==> src/rtl/eth_vlg_pkt_buf_wr_if.sv <==
// Bundle of stream input, RAM write port, consumer release pointer and descriptor
// output for the packet buffer write side. slave is the framer, master is its environment.
interface eth_vlg_pkt_buf_wr_if #(
  parameter int AW = 12,
  parameter int DW = 8
);
  logic [DW-1:0] in_d;
  logic          in_v;
  logic          in_sop;
  logic          in_eop;
  logic          in_err;
  logic          in_rdy;
  logic [AW-1:0] ram_a;
  logic [DW-1:0] ram_d;
  logic          ram_w;
  logic [AW:0]   rd_ptr;
  logic          desc_v;
  logic [AW-1:0] desc_addr;
  logic [AW:0]   desc_len;
  logic          desc_rdy;

  modport master (
    output in_d, in_v, in_sop, in_eop, in_err, rd_ptr, desc_rdy,
    input  in_rdy, ram_a, ram_d, ram_w, desc_v, desc_addr, desc_len
  );

  modport slave (
    input  in_d, in_v, in_sop, in_eop, in_err, rd_ptr, desc_rdy,
    output in_rdy, ram_a, ram_d, ram_w, desc_v, desc_addr, desc_len
  );
endinterface

==> src/rtl/eth_vlg_pkt_buf_wr.sv <==
// Write-side packet framer: streams bytes into a circular RAM and publishes a descriptor
// per good packet. Define ETH_VLG_PKT_BUF_WR_STATS_EN to add pkt_cnt/drop_cnt counters.
module eth_vlg_pkt_buf_wr #(
  parameter int AW      = 12,
  parameter int DW      = 8,
  parameter int MAX_LEN = 1518
) (
  input logic clk,
  input logic rst_n,
  eth_vlg_pkt_buf_wr_if.slave bus
`ifdef ETH_VLG_PKT_BUF_WR_STATS_EN
  ,
  output logic [31:0] pkt_cnt,
  output logic [31:0] drop_cnt
`endif
);

  localparam int          PW        = AW + 1;
  localparam logic [AW:0] MAX_LEN_C = PW'(MAX_LEN);
  localparam logic [AW:0] CAPACITY  = {1'b1, {AW{1'b0}}};

  typedef enum logic [1:0] {S_IDLE, S_WRITE, S_DROP} state_t;

  state_t        state_q, state_d;
  logic [AW:0]   cur_ptr_q, cur_ptr_d;
  logic [AW:0]   start_ptr_q, start_ptr_d;
  logic [AW:0]   len_q, len_d;
  logic [AW:0]   rd_ptr_q;
  logic [AW-1:0] ram_a_q, ram_a_d;
  logic [DW-1:0] ram_d_q, ram_d_d;
  logic          ram_w_q, ram_w_d;
  logic          desc_v_q, desc_v_d;
  logic [AW-1:0] desc_addr_q, desc_addr_d;
  logic [AW:0]   desc_len_q, desc_len_d;

  logic [AW:0]   used;
  logic          full;
  logic          rdy;
  logic          accept;
  logic          commit;
  logic [AW:0]   base;

  // rd_ptr is registered so a release only frees space from the following cycle on
  assign used   = cur_ptr_q - rd_ptr_q;
  assign full   = (used == CAPACITY);
  assign accept = bus.in_v && rdy;

  // Ready blocks any beat that could commit while the single descriptor slot is occupied
  always_comb begin
    rdy = 1'b0;
    unique case (state_q)
      S_IDLE:  rdy = !full && !desc_v_q;
      S_WRITE: rdy = !full && !(bus.in_eop && desc_v_q);
      default: rdy = bus.in_sop ? (!full && !desc_v_q) : 1'b1;
    endcase
    rdy = rdy && rst_n;
  end

  always_comb begin
    state_d     = state_q;
    cur_ptr_d   = cur_ptr_q;
    start_ptr_d = start_ptr_q;
    len_d       = len_q;
    ram_w_d     = 1'b0;
    ram_a_d     = ram_a_q;
    ram_d_d     = ram_d_q;
    desc_v_d    = desc_v_q && !bus.desc_rdy;
    desc_addr_d = desc_addr_q;
    desc_len_d  = desc_len_q;
    commit      = 1'b0;
    // A sop mid-packet restarts at the current packet's start, rewinding it
    base        = (state_q == S_WRITE) ? start_ptr_q : cur_ptr_q;

    if (accept) begin
      if (bus.in_sop) begin
        if (bus.in_eop && bus.in_err) begin
          cur_ptr_d = base;
          state_d   = S_IDLE;
        end else begin
          ram_w_d     = 1'b1;
          ram_a_d     = base[AW-1:0];
          ram_d_d     = bus.in_d;
          start_ptr_d = base;
          cur_ptr_d   = base + PW'(1);
          len_d       = PW'(1);
          commit      = bus.in_eop;
          state_d     = bus.in_eop ? S_IDLE : S_WRITE;
        end
      end else if (state_q == S_WRITE) begin
        if (len_q == MAX_LEN_C) begin
          cur_ptr_d = start_ptr_q;
          state_d   = bus.in_eop ? S_IDLE : S_DROP;
        end else if (bus.in_eop && bus.in_err) begin
          cur_ptr_d = start_ptr_q;
          state_d   = S_IDLE;
        end else begin
          ram_w_d   = 1'b1;
          ram_a_d   = cur_ptr_q[AW-1:0];
          ram_d_d   = bus.in_d;
          cur_ptr_d = cur_ptr_q + PW'(1);
          len_d     = len_q + PW'(1);
          commit    = bus.in_eop;
          state_d   = bus.in_eop ? S_IDLE : S_WRITE;
        end
      end else if (bus.in_eop) begin
        state_d = S_IDLE;
      end
    end

    if (commit) begin
      desc_v_d    = 1'b1;
      desc_addr_d = start_ptr_d[AW-1:0];
      desc_len_d  = len_d;
    end
  end

  always_ff @(posedge clk or negedge rst_n) begin
    if (!rst_n) begin
      state_q     <= S_IDLE;
      cur_ptr_q   <= '0;
      start_ptr_q <= '0;
      len_q       <= '0;
      rd_ptr_q    <= '0;
      ram_w_q     <= 1'b0;
      ram_a_q     <= '0;
      ram_d_q     <= '0;
      desc_v_q    <= 1'b0;
      desc_addr_q <= '0;
      desc_len_q  <= '0;
    end else begin
      state_q     <= state_d;
      cur_ptr_q   <= cur_ptr_d;
      start_ptr_q <= start_ptr_d;
      len_q       <= len_d;
      rd_ptr_q    <= bus.rd_ptr;
      ram_w_q     <= ram_w_d;
      ram_a_q     <= ram_a_d;
      ram_d_q     <= ram_d_d;
      desc_v_q    <= desc_v_d;
      desc_addr_q <= desc_addr_d;
      desc_len_q  <= desc_len_d;
    end
  end

  assign bus.in_rdy    = rdy;
  assign bus.ram_w     = ram_w_q;
  assign bus.ram_a     = ram_a_q;
  assign bus.ram_d     = ram_d_q;
  assign bus.desc_v    = desc_v_q;
  assign bus.desc_addr = desc_addr_q;
  assign bus.desc_len  = desc_len_q;

`ifdef ETH_VLG_PKT_BUF_WR_STATS_EN
  logic drop_ev;

  // Orphan data counts once, on the eop that closes the run
  assign drop_ev = accept && (
      (bus.in_sop && state_q == S_WRITE) ||
      (bus.in_sop && bus.in_eop && bus.in_err) ||
      (!bus.in_sop && state_q == S_WRITE && (len_q == MAX_LEN_C || (bus.in_eop && bus.in_err))) ||
      (!bus.in_sop && state_q == S_IDLE && bus.in_eop));

  always_ff @(posedge clk or negedge rst_n) begin
    if (!rst_n) begin
      pkt_cnt  <= '0;
      drop_cnt <= '0;
    end else begin
      if (commit && pkt_cnt != '1) pkt_cnt <= pkt_cnt + 32'd1;
      if (drop_ev && drop_cnt != '1) drop_cnt <= drop_cnt + 32'd1;
    end
  end
`endif

endmodule

==> src/flat_wrapper.sv <==
// flat-port wrapper written by rule: the top's interface ports become plain ports
module eth_vlg_pkt_buf_wr_flat 
#(
  parameter int AW      = 12,
  parameter int DW      = 8,
  parameter int MAX_LEN = 1518
)
  (clk, rst_n, bus_in_d, bus_in_v, bus_in_sop, bus_in_eop, bus_in_err, bus_rd_ptr, bus_desc_rdy, bus_in_rdy, bus_ram_a, bus_ram_d, bus_ram_w, bus_desc_v, bus_desc_addr, bus_desc_len);
  eth_vlg_pkt_buf_wr_if #(.AW(AW), .DW(DW)) bus_i ();
  input logic clk;
  input logic rst_n;
  input wire logic [$bits(bus_i.in_d)-1:0] bus_in_d;
  input wire logic [$bits(bus_i.in_v)-1:0] bus_in_v;
  input wire logic [$bits(bus_i.in_sop)-1:0] bus_in_sop;
  input wire logic [$bits(bus_i.in_eop)-1:0] bus_in_eop;
  input wire logic [$bits(bus_i.in_err)-1:0] bus_in_err;
  input wire logic [$bits(bus_i.rd_ptr)-1:0] bus_rd_ptr;
  input wire logic [$bits(bus_i.desc_rdy)-1:0] bus_desc_rdy;
  output wire logic [$bits(bus_i.in_rdy)-1:0] bus_in_rdy;
  output wire logic [$bits(bus_i.ram_a)-1:0] bus_ram_a;
  output wire logic [$bits(bus_i.ram_d)-1:0] bus_ram_d;
  output wire logic [$bits(bus_i.ram_w)-1:0] bus_ram_w;
  output wire logic [$bits(bus_i.desc_v)-1:0] bus_desc_v;
  output wire logic [$bits(bus_i.desc_addr)-1:0] bus_desc_addr;
  output wire logic [$bits(bus_i.desc_len)-1:0] bus_desc_len;
  assign bus_i.in_d = bus_in_d;
  assign bus_i.in_v = bus_in_v;
  assign bus_i.in_sop = bus_in_sop;
  assign bus_i.in_eop = bus_in_eop;
  assign bus_i.in_err = bus_in_err;
  assign bus_i.rd_ptr = bus_rd_ptr;
  assign bus_i.desc_rdy = bus_desc_rdy;
  assign bus_in_rdy = bus_i.in_rdy;
  assign bus_ram_a = bus_i.ram_a;
  assign bus_ram_d = bus_i.ram_d;
  assign bus_ram_w = bus_i.ram_w;
  assign bus_desc_v = bus_i.desc_v;
  assign bus_desc_addr = bus_i.desc_addr;
  assign bus_desc_len = bus_i.desc_len;
  eth_vlg_pkt_buf_wr #(.AW(AW), .DW(DW), .MAX_LEN(MAX_LEN)) u_core (.clk(clk), .rst_n(rst_n), .bus(bus_i));
endmodule
==> config.mk <==
export PLATFORM = sky130hd
export DESIGN_NAME = eth_vlg_pkt_buf_wr_flat
export DESIGN_NICKNAME = d
export VERILOG_FILES = /design/src/rtl/eth_vlg_pkt_buf_wr_if.sv /design/src/rtl/eth_vlg_pkt_buf_wr.sv /design/src/flat_wrapper.sv
export SDC_FILE = /design/constraint.sdc
export NUM_CORES = 1
export LEC_CHECK = 0
export CAP_MARGIN = 20
export CORE_UTILIZATION = 60
export CTS_BUF_LIST = sky130_fd_sc_hd__clkbuf_4 sky130_fd_sc_hd__clkbuf_8
export CTS_CLUSTER_SIZE = 8
export DETAILED_ROUTE_END_ITERATION = 10
export DONT_BUFFER_PORTS = 1
export GPL_TIMING_DRIVEN = 0
export PLACE_DENSITY = 0.77
export SYNTH_ARGS = -nofsm -noshare
export SYNTH_HDL_FRONTEND = slang
export SYNTH_SLANG_ARGS = --single-unit
==> constraint.sdc <==
create_clock -name clk -period 3.1 [get_ports clk]
set_input_delay 0.155 -clock clk [delete_from_list [all_inputs] [get_ports clk]]
set_output_delay 0.155 -clock clk [all_outputs]
set_load 0.1 [all_outputs]
==> metrics.cfg <==
[yosys]
seq_area_frac_synth=0.417
postSynthAreaPerCell_um2=9.49
syn-num-nets=684
synth_flop_cell=dfrtp_1
ys_ff_latch=101
synth.distinct_cells=65
synth-edff-count=0
async_reset_ff_frac=1.00
ys.warnings.count=0
syn_inst=639
synthesis.area_um2=6060

[setup_path]
crit_cells=8
worstPathArrival_ns=2.90
slowest_delay_ns=0.48
cp_top_family=compound AO/OA/AOI/OAI gates
required_ns=2.94
endpoint_kind=output pin
path_buf_inv=0
cp_max_fo=8
cp-start-kind=flip-flop
path_cells=ha_4 > o21ai_4 > a21oi_4 > o31a_1 > or3_4 > a2111oi_4 > and2_4 > nor2b_4
crit_slowest_cell=a2111oi_4
crit_type=reg -> out
reg2reg_depth=10

[flow_run]
cap_violations=0

[clocking]
clkTransAtPathRegs_ns=0.11
tritoncts=done
root_buffer=clkbuf_8
clock_path_buffers=2
clk_latency_ns=0.41
cts_buffers=9
cts.sinks=101
htree_levels=3

[placed_design]
port_buffers=0
placed_cell_area_um2=6230
dpl_worst_slack_ns=-0.766
place_hpwl_um=11600
gp_congestion=0.945

[sta]
timing.hold.ws_ns=0.0341
slew_violations=0
setup_ws_ns=0.0407
relSlewSlack=0.366
hold_violations=0
max_freq_mhz=327
fin_crit_sh=0.987
setup_viol=0
tightest_slew_ns=0.951
post-route-min-period_ns=3.06
final.setup.tns_ns=0
skew_ns=0.0116

[global_routing]
grt_pass1_vias=5092
grt_start_max_net_pins=102
grt_pass1_wl_um=26800
antenna_found_initial=0
grtUsageTotal=0.342
overflow=0

[power_and_ir_drop]
power_leakage_nw=3.07
ir_drop_mv=0.892
powerDensity_nw_per_um2=999

[routing]
drc=0
viasPerCell=6.43
wl_um=17500
antenna_left=0
post_drt_wl_per_cell_um=21.2
vias=5317
drt_iter0_markers=439
dr.pass1.iters=5

[die]
die_w_um=103
ioPinCount=76
rows=36
core_um2=9770
start_util=0.620
die_area_um2=10500
die_h_um=103

[worst_hold_path]
hold_path_depth=3
min_path_type=in -> reg

[finish]
n_antenna_cell=0
syn_to_final_growth_pct=18.5
fin_util=0.735
multiInputGateArea_um2=3510
final_nets=734
regArea_um2=2540
fill_cells=713
finish.instance_area_um2=7190
layout-drive-gt1-share=0.215

[outcome]
status=finished, final reports clean

-- routing by layer --
layer / vias up / GRT usage / part of all wire
met5: - / 0 / 0
met4: 0 / 0.142 / 0.020
met3: 44 / 0.0732 / 0.099
met2: 280 / 0.518 / 0.46
met1: 2587 / 0.478 / 0.42
li1: 2406 / - / -
-- cells in the final DEF (no fill, tap or decap), types with 17 or more instances in the layout --
cell type and n:
a21oi_1 58, o21ai_0 23, nand3_1 27, nor2_1 38, clkbuf_1 17, mux2_2 33
buf_4 20, mux2i_1 29, dfrtp_1 92, inv_1 30, dlygate4sd3_1 24, nand2_1 45
-- power by group --
group,internal (mW),switching (mW)
Combinational,1.22,1.47
Clock,0.312,0.525
Sequential,1.68,1.97
Total,3.21,3.97
-- worst paths after layout --
kind | startpoint | endpoint | slack, ns
hold / removal | bus_in_err | u_core.bus.desc_addr[4]$_DFFE_PN0P_ | 0.03
setup reg to reg | u_core.cur_ptr_q[2]$_DFFE_PN0P_ | u_core.bus.desc_len[10]$_DFFE_PN0P_ | 0.06
max in group asynchronous | rst_n | u_core.cur_ptr_q[5]$_DFFE_PN0P_ | 2.29
setup / recovery | u_core.cur_ptr_q[2]$_DFFE_PN0P_ | bus_in_rdy | 0.04
hold reg to reg | u_core.start_ptr_q[12]$_DFFE_PN0P_ | u_core.start_ptr_q[12]$_DFFE_PN0P_ | 0.56
min in group asynchronous | rst_n | u_core.cur_ptr_q[2]$_DFFE_PN0P_ | 0.39
-- cells in the mapped netlist (3+ instances only) --
library cell / n / share of area
o21ai_0: 25 / 0.021
nand2b_1: 5 / 0.0052
o21ai_1: 3 / 0.0025
nor3_1: 14 / 0.012
nand2_1: 47 / 0.029
clkbuf_1: 23 / 0.014
a211oi_1: 9 / 0.011
o21a_1: 4 / 0.0050
nand4_1: 10 / 0.010
nor4_1: 5 / 0.0052
ha_1: 17 / 0.035
xnor2_1: 16 / 0.023
nor2_1: 41 / 0.025
inv_1: 32 / 0.020
mux2_2: 33 / 0.061
mux2_1: 14 / 0.026
dfrtp_1: 101 / 0.42
and2_1: 4 / 0.0041
a21oi_2: 3 / 0.0043
mux2i_1: 30 / 0.050
nand3b_1: 4 / 0.0050
a31oi_1: 14 / 0.014
o2bb2ai_1: 9 / 0.013
nor2b_1: 5 / 0.0052
or3_1: 3 / 0.0031
a21oi_1: 67 / 0.055
or4_1: 3 / 0.0037
nand3_1: 27 / 0.022
o211ai_1: 5 / 0.0062
xor2_1: 8 / 0.012
and3_1: 5 / 0.0052
buf_2: 14 / 0.012
-- worst register-to-register path: stages, from the launching register on --
cell	delay, ns
dfrtp_1	0.45
ha_4	0.26
o21ai_4	0.17
a21oi_4	0.08
o31a_1	0.27
or3_4	0.38
a2111oi_4	0.48
a21oi_4	0.15
nand2_4	0.17
buf_6	0.19
mux2_2	0.34
-- cell type report --
class / count / area share
well taps: 133 / 0.0232
inverters: 32 / 0.0167
repair buffers: 43 / 0.0602
flip-flops and latches: 101 / 0.353
plain buffers: 37 / 0.0313
clock buffers: 9 / 0.0172
clock inverters: 7 / 0.00923
multi-input cells: 465 / 0.489
-- logic make-up after synthesis --
logic type,synth area share
DFF,0.417
AOI/OAI and AO/OA,0.167
xor gates and xnor gates,0.0347
muxes,0.142
adders and majority gates,0.0351
buffers and inverters,0.0512
and+or+nand+nor,0.153
-- sequential cells by signal, indices dropped and copies added, names as in the netlist --
register              flops
u_core.len_q             13
u_core.bus.ram_a         12
u_core.bus.desc_v         1
u_core.bus.ram_d          8
u_core.cur_ptr_q         13
u_core.bus.desc_addr     12
u_core.state_q            2
u_core.start_ptr_q       13
u_core.bus.desc_len      13
u_core.bus.ram_w          1
u_core.rd_ptr_q          13
-- stage by stage --
| step | std cells | total power [mW] |
|---|---|---|
| floorplan | 639 | 5.16 |
| global placement | 772 | 5.70 |
| detailed placement | 772 | 5.76 |
| CTS | 816 | 6.81 |
| global route | 827 | 7.53 |
| finish | 827 | 7.18 |
-- timing repair --
action                     4_1_cts  5_1_grt
hold buffers                    25        0
gates resized for setup         34       64
buffers inserted                 5       12
setup endpoints to repair       89       81
gates cloned                     0        1
hold endpoints to repair       125        0
pin swaps                        4       13
Note: power is estimated with default switching activity, not from simulation.
